--- src/rtl/dma_target_port_pkg.sv ---
// Shared types and constants for the DMA target port.
// Region codes, FSM states, register indices and CTRL fields.
package dma_target_port_pkg;

  typedef enum logic [1:0] {
    ST_IDLE,
    ST_WAIT,
    ST_ACCESS,
    ST_RESP
  } state_e;

  localparam logic [1:0] SEL_MMIO = 2'b00;
  localparam logic [1:0] SEL_DMEM = 2'b01;
  localparam logic [1:0] SEL_PMEM = 2'b10;

  localparam logic [15:0] MMIO_END = 16'h01FF;

  localparam int REG_CTRL = 0;
  localparam int REG_STAT = 1;
  localparam int REG_CNT  = 2;
  localparam int REG_LAST = 3;

  localparam int CTRL_EN       = 0;
  localparam int CTRL_WP       = 1;
  localparam int CTRL_WAIT_LSB = 4;
  localparam int STAT_ERR      = 1;

  function automatic logic in_range(
    input logic [15:0] a,
    input logic [15:0] lo,
    input logic [15:0] hi
  );
    return (a >= lo) && (a <= hi);
  endfunction

endpackage

--- src/rtl/dma_region_decode.sv ---
// Maps a DMA word address onto MMIO/DMEM/PMEM and flags
// unmapped accesses or writes into write-protected PMEM.
module dma_region_decode
  import dma_target_port_pkg::*;
#(
  parameter logic [15:0] DMEM_BASE = 16'h0200,
  parameter logic [15:0] DMEM_SIZE = 16'h0800,
  parameter logic [15:0] PMEM_BASE = 16'hE000
) (
  input  logic [14:0] addr,
  input  logic [1:0]  we,
  input  logic        pmem_wp,
  output logic [1:0]  sel,
  output logic        err
);

  localparam logic [15:0] DMEM_END =
    DMEM_BASE + DMEM_SIZE - 16'd1;

  logic [15:0] ba;
  logic        is_mmio;
  logic        is_dmem;
  logic        is_pmem;

  assign ba      = {addr, 1'b0};
  assign is_mmio = ba <= MMIO_END;
  assign is_dmem = in_range(ba, DMEM_BASE, DMEM_END);
  assign is_pmem = ba >= PMEM_BASE;

  always_comb begin
    sel = SEL_MMIO;
    err = 1'b0;
    unique case (1'b1)
      is_mmio: sel = SEL_MMIO;
      is_dmem: sel = SEL_DMEM;
      is_pmem: begin
        sel = SEL_PMEM;
        err = pmem_wp & (|we);
      end
      default: err = 1'b1;
    endcase
  end

endmodule

--- src/rtl/dma_target_port.sv ---
// DMA responder: captures one request, waits, strobes the
// backend once and pulses dma_ready; CSRs on the peripheral bus.
module dma_target_port
  import dma_target_port_pkg::*;
#(
  parameter logic [14:0] BASE_ADDR = 15'h0098,
  parameter int unsigned DEC_WD    = 2,
  parameter logic [15:0] DMEM_BASE = 16'h0200,
  parameter logic [15:0] DMEM_SIZE = 16'h0800,
  parameter logic [15:0] PMEM_BASE = 16'hE000
) (
  input  logic        mclk,
  input  logic        puc_rst,
  input  logic [13:0] per_addr,
  input  logic [15:0] per_din,
  input  logic        per_en,
  input  logic [1:0]  per_we,
  output logic [15:0] per_dout,
  input  logic [14:0] dma_addr,
  input  logic [15:0] dma_din,
  input  logic        dma_en,
  input  logic [1:0]  dma_we,
  output logic [15:0] dma_dout,
  output logic        dma_ready,
  output logic        dma_resp,
  output logic        mem_cen,
  output logic [1:0]  mem_sel,
  output logic [14:0] mem_addr,
  output logic [1:0]  mem_we,
  output logic [15:0] mem_din,
  input  logic [15:0] mem_dout,
  output logic [15:0] trace
);

  state_e      state;
  logic        ctrl_en;
  logic        ctrl_wp;
  logic [3:0]  ctrl_wait;
  logic        stat_err;
  logic [15:0] cnt;
  logic [15:0] last;

  logic [3:0]  wcnt;
  logic [14:0] l_addr;
  logic [1:0]  l_we;
  logic [15:0] l_din;
  logic [1:0]  l_sel;
  logic        l_err;

  logic [1:0]  dec_sel;
  logic        dec_err;

  logic              reg_sel;
  logic [DEC_WD-1:0] reg_idx;
  logic              wr_lo;
  logic              wr_hi;
  logic              rd;
  logic              sel_ctrl;
  logic              sel_stat;
  logic              sel_cnt;
  logic              sel_last;
  logic              accept;
  logic              done;

  assign reg_sel = per_en &
    (per_addr[13:DEC_WD] == BASE_ADDR[14:DEC_WD+1]);
  assign reg_idx  = per_addr[DEC_WD-1:0];
  assign wr_lo    = reg_sel & per_we[0];
  assign wr_hi    = reg_sel & per_we[1];
  assign rd       = reg_sel & ~(|per_we);
  assign sel_ctrl = reg_idx == DEC_WD'(REG_CTRL);
  assign sel_stat = reg_idx == DEC_WD'(REG_STAT);
  assign sel_cnt  = reg_idx == DEC_WD'(REG_CNT);
  assign sel_last = reg_idx == DEC_WD'(REG_LAST);

  assign accept = (state == ST_IDLE) & dma_en & ctrl_en;
  assign done   = state == ST_RESP;

  dma_region_decode #(
    .DMEM_BASE (DMEM_BASE),
    .DMEM_SIZE (DMEM_SIZE),
    .PMEM_BASE (PMEM_BASE)
  ) u_dec (
    .addr    (dma_addr),
    .we      (dma_we),
    .pmem_wp (ctrl_wp),
    .sel     (dec_sel),
    .err     (dec_err)
  );

  always_ff @(posedge mclk or posedge puc_rst) begin
    if (puc_rst) begin
      ctrl_en   <= 1'b0;
      ctrl_wp   <= 1'b0;
      ctrl_wait <= '0;
      stat_err  <= 1'b0;
      cnt       <= '0;
      last      <= '0;
    end else begin
      if (sel_ctrl & wr_lo) begin
        ctrl_en   <= per_din[CTRL_EN];
        ctrl_wp   <= per_din[CTRL_WP];
        ctrl_wait <= per_din[CTRL_WAIT_LSB +: 4];
      end
      // A new error outranks a clear in the same cycle
      if (done & l_err)
        stat_err <= 1'b1;
      else if (sel_stat & wr_lo & per_din[STAT_ERR])
        stat_err <= 1'b0;
      if (sel_cnt & (wr_lo | wr_hi)) begin
        if (wr_lo) cnt[7:0]  <= per_din[7:0];
        if (wr_hi) cnt[15:8] <= per_din[15:8];
      end else if (done & ~(&cnt)) begin
        cnt <= cnt + 16'd1;
      end
      if (accept)
        last <= {dma_addr, 1'b0};
    end
  end

  always_comb begin
    per_dout = '0;
    if (rd) begin
      unique case (1'b1)
        sel_ctrl: per_dout =
          {8'h00, ctrl_wait, 2'b00, ctrl_wp, ctrl_en};
        sel_stat: per_dout =
          {14'h0, stat_err, state != ST_IDLE};
        sel_cnt:  per_dout = cnt;
        sel_last: per_dout = last;
        default:  per_dout = '0;
      endcase
    end
  end

  always_ff @(posedge mclk or posedge puc_rst) begin
    if (puc_rst) begin
      state     <= ST_IDLE;
      wcnt      <= '0;
      l_addr    <= '0;
      l_we      <= '0;
      l_din     <= '0;
      l_sel     <= '0;
      l_err     <= 1'b0;
      mem_cen   <= 1'b0;
      dma_ready <= 1'b0;
      dma_resp  <= 1'b0;
    end else begin
      unique case (state)
        ST_IDLE: begin
          if (accept) begin
            l_addr <= dma_addr;
            l_we   <= dma_we;
            l_din  <= dma_din;
            l_sel  <= dec_sel;
            l_err  <= dec_err;
            wcnt   <= ctrl_wait;
            if (dec_err) begin
              state     <= ST_RESP;
              dma_ready <= 1'b1;
              dma_resp  <= 1'b1;
            end else if (ctrl_wait != 4'd0) begin
              state <= ST_WAIT;
            end else begin
              state   <= ST_ACCESS;
              mem_cen <= 1'b1;
            end
          end
        end
        ST_WAIT: begin
          wcnt <= wcnt - 4'd1;
          if (wcnt == 4'd1) begin
            state   <= ST_ACCESS;
            mem_cen <= 1'b1;
          end
        end
        ST_ACCESS: begin
          mem_cen   <= 1'b0;
          state     <= ST_RESP;
          dma_ready <= 1'b1;
          dma_resp  <= l_err;
        end
        ST_RESP: begin
          dma_ready <= 1'b0;
          dma_resp  <= 1'b0;
          state     <= ST_IDLE;
        end
        default: state <= ST_IDLE;
      endcase
    end
  end

  always_ff @(posedge mclk or posedge puc_rst) begin
    if (puc_rst) trace <= '0;
    else         trace <= {trace[14:0], dma_ready};
  end

  assign mem_sel  = mem_cen ? l_sel  : '0;
  assign mem_addr = mem_cen ? l_addr : '0;
  assign mem_we   = mem_cen ? l_we   : '0;
  assign mem_din  = mem_cen ? l_din  : '0;

  assign dma_dout =
    (dma_ready & ~dma_resp & ~(|l_we)) ? mem_dout : '0;

endmodule

--- config.mk ---
export PLATFORM = sky130hd
export DESIGN_NAME = dma_target_port
export DESIGN_NICKNAME = d
export VERILOG_FILES = /design/src/rtl/dma_target_port_pkg.sv /design/src/rtl/dma_region_decode.sv /design/src/rtl/dma_target_port.sv
export SDC_FILE = /design/constraint.sdc
export NUM_CORES = 1
export LEC_CHECK = 0
export BUFFER_PORTS_ARGS = -buffer_cell sky130_fd_sc_hd__buf_2
export CAP_MARGIN = 20
export CORE_ASPECT_RATIO = 0.8
export CORE_UTILIZATION = 30
export DETAILED_ROUTE_END_ITERATION = 7
export PLACE_DENSITY_LB_ADDON = 0.15
export SYNTH_ARGS = -nofsm -noshare
export SYNTH_HDL_FRONTEND = slang
export SYNTH_SLANG_ARGS = --single-unit
--- constraint.sdc ---
create_clock -name mclk -period 3.2 [get_ports mclk]
set_input_delay 0.8 -clock mclk [delete_from_list [all_inputs] [get_ports mclk]]
set_output_delay 0.8 -clock mclk [all_outputs]
set_load 0.05 [all_outputs]
== Yosys cells after proc, flatten, opt, wreduce, memory -nomap -nowiden ==
Cells that the tools add are included.
Cells by class
  div/mod/pow operators: 0
  reduce and logical (&&, ||, !) cells: 22
  muxes and demuxes: 31
  equal/unequal tests: 15
  order comparisons: 4
  shifts and indexed selects: 0
  add/sub/neg operators: 2
  $mul: 0
  bitwise logic cells: 20
Operator list (count)
  $mux W16: 5
  $pmux W16 S4: 1
  $add A16 B1 Y16 const B: 1
  $ge A16 B10 Y1 const B: 1
  $ge A16 B16 Y1 const B: 1
  $le A16 B12 Y1 const B: 1
  $le A16 B9 Y1 const B: 1
  $mux W8: 2
  $reduce_and A16 Y1: 1
  $and A1 B1 Y1: 15
  $mux W15: 1
  $ne A2 B2 Y1 const B: 7
  $eq A12 B5 Y1 const B: 1
  $mux W2: 6
  $reduce_and A2 Y1: 5
  $pmux W1 S3: 3
  $eq A2 B2 Y1 const B: 4
  $mux W1: 8
  $pmux W2 S4: 1
  $pmux W4 S2: 1
  $reduce_bool A2 Y1: 4
  $reduce_or A2 Y1: 4
  $reduce_bool A3 Y1: 2
  $reduce_and A5 Y1: 1
  12 further kinds: 17
Storage, ports and cells
  memory bits (read-only): 0
  register bits: 99
  bits in writable memories: 0
  latch bits: 0
  bits of input ports: 85
  output and inout bits: 86
  logic and storage cells: 112
  memories kept: 0

== Longest topological paths before layout ==
Gate-level depths: netlist of the first run.
  word-level depth: 7
  depth in mapped cells: 8
  depth with buffers taken out: 7

== Modules after synthesis ==
Synthesis of the first run repeated with hierarchy kept, for this count alone.
Second synthesis, totals
  cells, all modules: 536
  area, all modules: 4899.7 um^2
By module, submodules not included
  dma_target_port: times used 1, area an instance 4857.2 um^2, cells an instance 529, sequential area each 2477.4 um^2
  dma_region_decode: times used 1, area an instance 42.5 um^2, cells an instance 7, sequential area each 0.0 um^2

== Least setup slack after synthesis of the first run ==
Ideal clock, no wire load.
  path kind: input port to output port
  from: input port per_addr[5]
  to: output port per_dout[10]
  buffers on the path: 1
  required time: 2400 ps
  stages: 5
  arrival time: 2349 ps
  setup slack: 51 ps
  cells stage by stage: nor4b_1 and4b_1 buf_6 nand3_1 nor2_1
Between the ends
  word-level cells in the longest chain between the ends: 4
Ends and longest elaborated chain
  start, declared: line dma_target_port.sv:14  | input logic [13:0] per_addr,
  $eq A12 B5 Y1: line dma_target_port.sv:66  | (per_addr[13:DEC_WD] == BASE_ADDR[14:DEC_WD+1]);
  $and A1 B1 Y1: line dma_target_port.sv:65  | assign reg_sel = per_en &
  $and A1 B1 Y1: line dma_target_port.sv:70  | assign rd = reg_sel & ~(|per_we);
  $mux W16: line dma_target_port.sv:123  | if (rd) begin
  end, declared: line dma_target_port.sv:18  | output logic [15:0] per_dout,
No other way between the ends.

== Worst setup path in the final report of the first run ==
  from: input port per_addr[5]
  to: output port per_dout[14]
Same word-level chain as after synthesis.

==> results of run 1 <==
[registers in the layout, indices dropped and copies added (netlist names), 2 cells and up]
| name | flops |
|---|---|
| last | 15 |
| cnt | 16 |
| l_sel | 2 |
| l_din | 16 |
| state | 2 |
| ctrl_wait | 4 |
| trace | 16 |
| l_we | 2 |
| wcnt | 4 |
| l_addr | 15 |
[power breakdown]
part	switching [W]	internal [W]	leakage (nW)	total, W
clock network	0.000483	0.000731	0.166	0.00121
logic	0.00116	0.000450	1.99	0.00161
registers	0.000181	0.00143	1.29	0.00161
[worst max path at each step]
stage	start	end	slack (ns)	cells past startpoint
global route	per_addr[5]	per_dout[14]	0.04	7
CTS	per_addr[10]	per_dout[12]	0.27	7
finish	per_addr[5]	per_dout[14]	0.26	7
global placement	per_addr[10]	per_dout[11]	0.29	7
detailed placement	per_addr[10]	per_dout[12]	0.28	7
floorplan	per_addr[5]	per_dout[10]	0.05	5
[per-stage QoR]
stage	std cells	setup slack (ns)	util	total power [W]
final	940	0.261	0.403	0.00444
after global routing	940	0.0380	0.403	0.00469
after CTS	940	0.268	0.403	0.00449
after detailed placement	924	0.278	0.382	0.00325
after global placement	924	0.293	0.382	0.00322
after floorplan	553	0.0508	-	0.00279
[cell families after synthesis]
logic type / Yosys count / share of synthesized area
xor+xnor: 2 / 0.00348
simple gates: 310 / 0.296
flops: 99 / 0.493
buf+inv: 37 / 0.0338
mux: 23 / 0.0500
compound gates: 74 / 0.104
fa+ha+maj: 8 / 0.0199
[synth_stat cells (2+ instances only)]
cell,number,area (um2)
and3_1,7,43.8
mux2_2,7,78.8
buf_6,2,22.5
and2_1,52,325
a22o_1,2,17.5
nor2_1,43,161
mux2i_1,15,150
buf_4,3,22.5
nor2b_1,2,12.5
buf_1,2,7.51
nand2_1,151,567
nor3_1,6,30.0
inv_1,10,37.5
nor4b_1,2,17.5
nand3_1,18,90.1
ha_1,8,100
o22ai_1,7,43.8
a211oi_1,7,52.6
nand2b_1,3,18.8
buf_2,4,20.0
o21ai_0,17,85.1
a21oi_1,14,70.1
clkbuf_1,16,60.1
a31oi_1,5,31.3
dfrtp_1,99,2480
o21a_1,2,15.0
xor2_1,2,17.5
a311oi_2,2,30.0
nand4_1,7,43.8
nor4_1,3,18.8
a311oi_1,4,35.0
or3_1,2,12.5
[layout make-up]
cell class,instances,share of cell area
timing repair buffer,183,0.149
tap,215,0.0416
clock buffer,11,0.0391
sequential,99,0.383
inverter,10,0.00638
multi-input combinational,417,0.369
clock inverter,5,0.0128
[metal layers]
metal  vias to the layer above  track usage
li1                       2200            -
met1                      2173        0.259
met2                       145        0.263
met3                        10       0.0403
met4                         0       0.0430
met5                         -            0
==> key figures, run 1 <==
Drt
  • # DRC: 0
  • DR WL met2: 6520 um
  • Highest metal used: met4
  • Post-route antenna net violation count: 0
  • Via density: 4.82
  • Met3 wire length: 819 um
  • Initial drt markers: 286
  • DR pass1 iterations: 4
  • Total wire length: 14800 um
  • Detailed-route via count: 4528
  • M1 WL: 7320 um
  • Post-DR wirelength/cell: 15.8 um

Global route
  • Vias in the first global route: 4497
  • GRT Residual Overflow: 0
  • First-pass GRT wire length: 23800 um
  • Total Routing Usage GR: 0.177
  • Initial antenna violation count: 0
  • Largest net degree at the start of global routing: 54

Synthesis
  • Post-synth EDFFs: 0
  • Syn Inst Count: 553
  • Warnings from Yosys: 0
  • Primary FF master, synth: dfrtp_1
  • Seq cells post-synth: 99
  • Syn_nets: 646
  • Sequential area share after synthesis: 0.493
  • Syn Area/Cell: 9.09 um2
  • Ys async rst share: 1.00
  • Number of distinct library cells after synthesis: 61
  • Mapped Area: 5030 um2

Placed design
  • Placed cell areas: 6130 um2
  • GP Congestion: 0.841
  • Hpwl dp: 11200 um
  • Port-buffer cells: 170

Worst setup path
  • CP most frequent cell: buf_2
  • FF-to-FF setup slack: 0.91 ns
  • WP data required: 2.40 ns
  • Worst Path Buf+Inv: 3
  • Crit path DAT: 2.14 ns
  • Setup CP Type: in2out
  • FF-to-FF End: cnt[5]
  • Critical Path End Type: output pin
  • Worst stage delay on the critical path: 0.29 ns
  • CP Launch Type: input port
  • Slowest CP cell: and4b_1
  • CP max FO: 10
  • R2R depth: 7
  • Worst r2r src: cnt[0]
  • Delay-heaviest family, CP: simple AND/OR/NAND/NOR gates
  • CP cell instances: buf_2 -> nor4b_1 -> and4b_1 -> nand3_1 -> buf_4 -> nor2_1 -> buf_2

Power
  • Max VDD drop: 0.000252 V
  • P_leak: 3.45 nW
  • PD cells: 686 nW/um2

Die
  • Height of the die: 118 um
  • IO Count: 171
  • Starting Density: 0.313
  • Placeable Area: 16100 um2
  • # rows: 41
  • Die Footprint: 17300 um2
  • Die span in x: 147 um

Layout
  • Post-route cell area: 6470 um2
  • Layout net count: 813
  • Fill cells: 1649
  • Layout area overhead: 28.6%
  • # diodes: 0
  • Most common cell after layout, fill and taps aside: buf_2
  • Commonest non-fill, non-tap cells in the layout: 170 x buf_2, 150 x nand2_1, 99 x dfrtp_1
  • FF/Latch Area: 2480 um2
  • Footprint of the multi-input gates: 2380 um2
  • Layout cells sized above 1: 0.310

Timing
  • Final Hold Viols: 0
  • # setup viols final: 0
  • Final Critical Period: 2.94 ns
  • Final hold slack: 0.372 ns
  • Normalized max-slew margin: 0.459
  • Unrepaired setup endpoints after global routing: false
  • FMAX: 340 MHz
  • Worst-Margin Slew: 0.810 ns
  • Worst Skew: 0.00827 ns
  • Setup_tns: 0 ns
  • Final count of pins violating max slew: 0
  • Tcrit/Tclk final: 0.919

Run
  • Number of max-cap violations: 0

Clocking
  • Post-CTS setup buffer count: 0
  • Clk sinks: 99
  • Root buffer cell: clkbuf_16
  • CTS Buffer Depth: 2
  • Total CTS buffers: 9
  • Post-cts hold buffer count: 0
  • Post-CTS resize count: 0
  • H-tree depth: 3
  • Clk pin slew, worst setup/hold paths: 0.06 ns
  • Clock latency on the worst-skew pair: 0.35 ns
  • CTS tree: built

Run status
  • Status: finished, final reports clean

Hold path
  • Hold Path Depth: 0
  • Worst hold start: trace[1]
  • Min-Delay Endpoint: trace[2]
  • Hold Crit Class: reg2reg
Power figures use the tool's default switching activity.
==> run 2: changes to the inputs <==
--- a/config.mk
+++ b/config.mk
@@ -11,4 +11,5 @@
 export CORE_UTILIZATION = 30
 export DETAILED_ROUTE_END_ITERATION = 7
+export MAX_ROUTING_LAYER = met4
 export PLACE_DENSITY_LB_ADDON = 0.15
 export SYNTH_ARGS = -nofsm -noshare
==> constraint.sdc (replaced) <==
create_clock -name mclk -period 3.2 [get_ports mclk]
set_input_delay 0.48 -clock mclk [delete_from_list [all_inputs] [get_ports mclk]]
set_output_delay 0.48 -clock mclk [all_outputs]
set_load 0.05 [all_outputs]
==> run 2 against run 1 <==
  * Combinational power is essentially flat
  * Power shrank 1.4%
  * Largest power group unchanged
  * Critical endpoint is now per_dout[0]
  * Die area is the same
==> key figures, run 2 (synthesis gave the netlist of run 1 again) <==
Global route
  • Initial antenna violation count: 1 (+1)
  • Vias in the first global route: 4386 (-2.5%)
  • GR peak layer: met2
  • Total Routing Usage GR: 0.181 (+0.00403)
  • First-pass GRT wire length: 23800 um (+0.29%)
  • M3 GR Usage: 0.0488 (+0.00853)
  • Met2 Resource Use GR: 0.273 (+0.0104)
  • GRT Residual Overflow: 0 (unchanged)
  • Largest net degree at the start of global routing: 48 (-11%)
  • Grt met1 use: 0.246 (-0.0133)

Timing
  • Unrepaired setup endpoints after global routing: false
  • Setup_tns: 0 ns (unchanged)
  • Worst Skew: 0.00692 ns (-0.00135 ns)
  • # setup viols final: 0 (unchanged)
  • Tcrit/Tclk final: 0.786 (-0.133)
  • Normalized max-slew margin: 0.449 (-0.00982)
  • Final count of pins violating max slew: 0 (unchanged)
  • Final Critical Period: 2.51 ns (-0.425 ns)
  • Final Hold Viols: 0 (unchanged)
  • Final worst slack: 0.686 ns (+0.425 ns)
  • FMAX: 398 MHz (+17%)
  • Worst-Margin Slew: 0.826 ns (+0.0164 ns)

Clocking
  • Root buffer cell: clkbuf_16
  • Clk sinks: 99 (unchanged)
  • Clk pin slew, worst setup/hold paths: 0.07 ns (about the same)
  • Total CTS buffers: 9 (unchanged)
  • Post-cts hold buffer count: 0 (unchanged)
  • Post-CTS resize count: 0 (unchanged)
  • Post-CTS setup buffer count: 0 (unchanged)
  • CTS Buffer Depth: 2 (unchanged)
  • H-tree depth: 3 (unchanged)
  • CTS tree: built
  • Clock latency on the worst-skew pair: 0.35 ns (about the same)

Drt
  • Detailed-route via count: 4513 (-0.33%)
  • Total wire length: 14600 um (-1.5%)
  • Initial drt markers: 179 (-37%)
  • DR pass1 iterations: 4 (unchanged)
  • Post-route antenna net violation count: 0 (unchanged)
  • Via density: 4.81 (-0.23%)
  • Post-DR wirelength/cell: 15.5 um (-1.4%)
  • # DRC: 0 (unchanged)

Power
  • PD cells: 681 nW/um2 (-0.76%)
  • P_leak: 3.42 nW (-0.79%)
  • Register share of total power: 0.368 (+0.004)
  • Combinational power share: 0.362 (about the same)
  • P_sw: 0.00181 W (-0.52%)
  • Max VDD drop: 0.000306 V (+22%)
  • Sw Ratio: 0.415 (+0.00380)
  • Clock share of power: 0.270 (-0.003)
  • P_int: 0.00256 W (-2.1%)

Layout
  • Commonest non-fill, non-tap cells in the layout: 170 x buf_2, 150 x nand2_1, 99 x dfrtp_1
  • Layout net count: 811 (-0.25%)
  • Fill cells: 1654 (+0.30%)
  • FF/Latch Area: 2480 um2 (unchanged)
  • Layout area overhead: 27.7%
  • Footprint of the multi-input gates: 2380 um2 (unchanged)
  • Top flop regs: cnt (16), l_din (16), trace (16)
  • Most common cell after layout, fill and taps aside: buf_2
  • Layout cells sized above 1: 0.307 (-0.00329)

Worst setup path
  • WP data required: 2.72 ns (+0.32 ns)
  • CP most frequent cell: inv_1
  • Slowest CP cell: ha_1
  • CP Launch Type: flop
  • CP max FO: 15 (+5)
  • Critical Path End Type: output pin
  • Setup CP Type: reg2out
  • CP cell instances: inv_1 -> ha_1 -> inv_1 -> a21oi_1 -> nor2_1 -> buf_2
  • Crit path DAT: 2.03 ns (-0.11 ns)
  • Worst Path Buf+Inv: 3 (unchanged)
  • Worst stage delay on the critical path: 0.46 ns (+0.17 ns)
  • Delay-heaviest family, CP: buffers and inverters

Die
  • Placeable Area: 16100 um2 (unchanged)
  • Height of the die: 118 um (unchanged)
  • Starting Density: 0.313 (unchanged)
  • Die Footprint: 17300 um2 (unchanged)
  • # rows: 41 (unchanged)
  • IO Count: 171 (unchanged)
  • Die span in x: 147 um (unchanged)

Placed design
  • Worst slack, placed: 0.716 ns (+0.438 ns)
  • GP Congestion: 0.889 (+5.7%)
  • Hpwl dp: 11200 um (-0.25%)
  • Port-buffer cells: 170 (unchanged)

Hold path
  • Hold Crit Class: in2async

Run
  • Number of max-cap violations: 0 (unchanged)

Run status
  • Status: finished, final reports clean
[run 2: cell count changes in the layout (fill, tap and decap cells not counted), sizes merged]
| cell | delta |
|---|---|
| clkinvlp | +1 |
| clkbuf | -1 |
| buf | -2 |
| diode | +1 |
| clkinv | -1 |
| inv | +1 |
[run 2: final timing paths]
check	start	end	slack [ns]	cells past startpoint
max	state[0]	per_dout[0]	0.69	6
min	puc_rst	trace[12]	0.20	2
max reg2reg	state[0]	l_din[3]	0.86	6
min reg2reg	trace[11]	trace[12]	0.37	0
max in group asynchronous	puc_rst	cnt[9]	2.30	3
min in group mclk	dma_din[12]	l_din[12]	0.32	3
[run 2: layer usage]
metal / share of wire / routed length, um
met2: 0.46 / 6710
met5: 0 / 0
met1: 0.48 / 7030
met4: 0.0061 / 89
met3: 0.052 / 753
[run 2: worst register-to-register path: cells and delay by family, from the launching register on]
| family | cells | cell delay [ns] |
|---|---|---|
| AND/OR/NAND/NOR | 3 | 0.93 |
| adder cells (fa/ha/maj) | 1 | 0.46 |
| buffers and inverters | 2 | 0.45 |
| flip-flops | 1 | 0.44 |
[run 2: final cells by class]
type | count | share of cell area
multi-input combinational | 417 | 0.371
timing repair buffer | 181 | 0.145
antenna | 1 | 0.000390
clock inverter | 6 | 0.0138
tap | 215 | 0.0419
inverter | 10 | 0.00623
clock buffer | 10 | 0.0356
sequential | 99 | 0.386
[run 2: power groups by stage]
stage,registers (W),logic [W],clock network [W]
after detailed placement,0.00164,0.00159,0
after global routing,0.00165,0.00170,0.00127
after global placement,0.00163,0.00158,0
final,0.00161,0.00158,0.00118
after floorplan,0.00200,0.000794,0
after CTS,0.00162,0.00159,0.00122
[run 2: metrics by stage]
step	instances	utilization	power [W]	hold slack, ns	instance area (um2)
finish	939	0.400	0.00437	0.197	6420
global route	939	0.400	0.00462	0.234	6420
CTS	938	0.400	0.00443	0.209	6420
detailed placement	922	0.380	0.00323	0.353	6100
global placement	922	0.380	0.00321	0.355	6100
floorplan	553	-	0.00279	0.437	5030
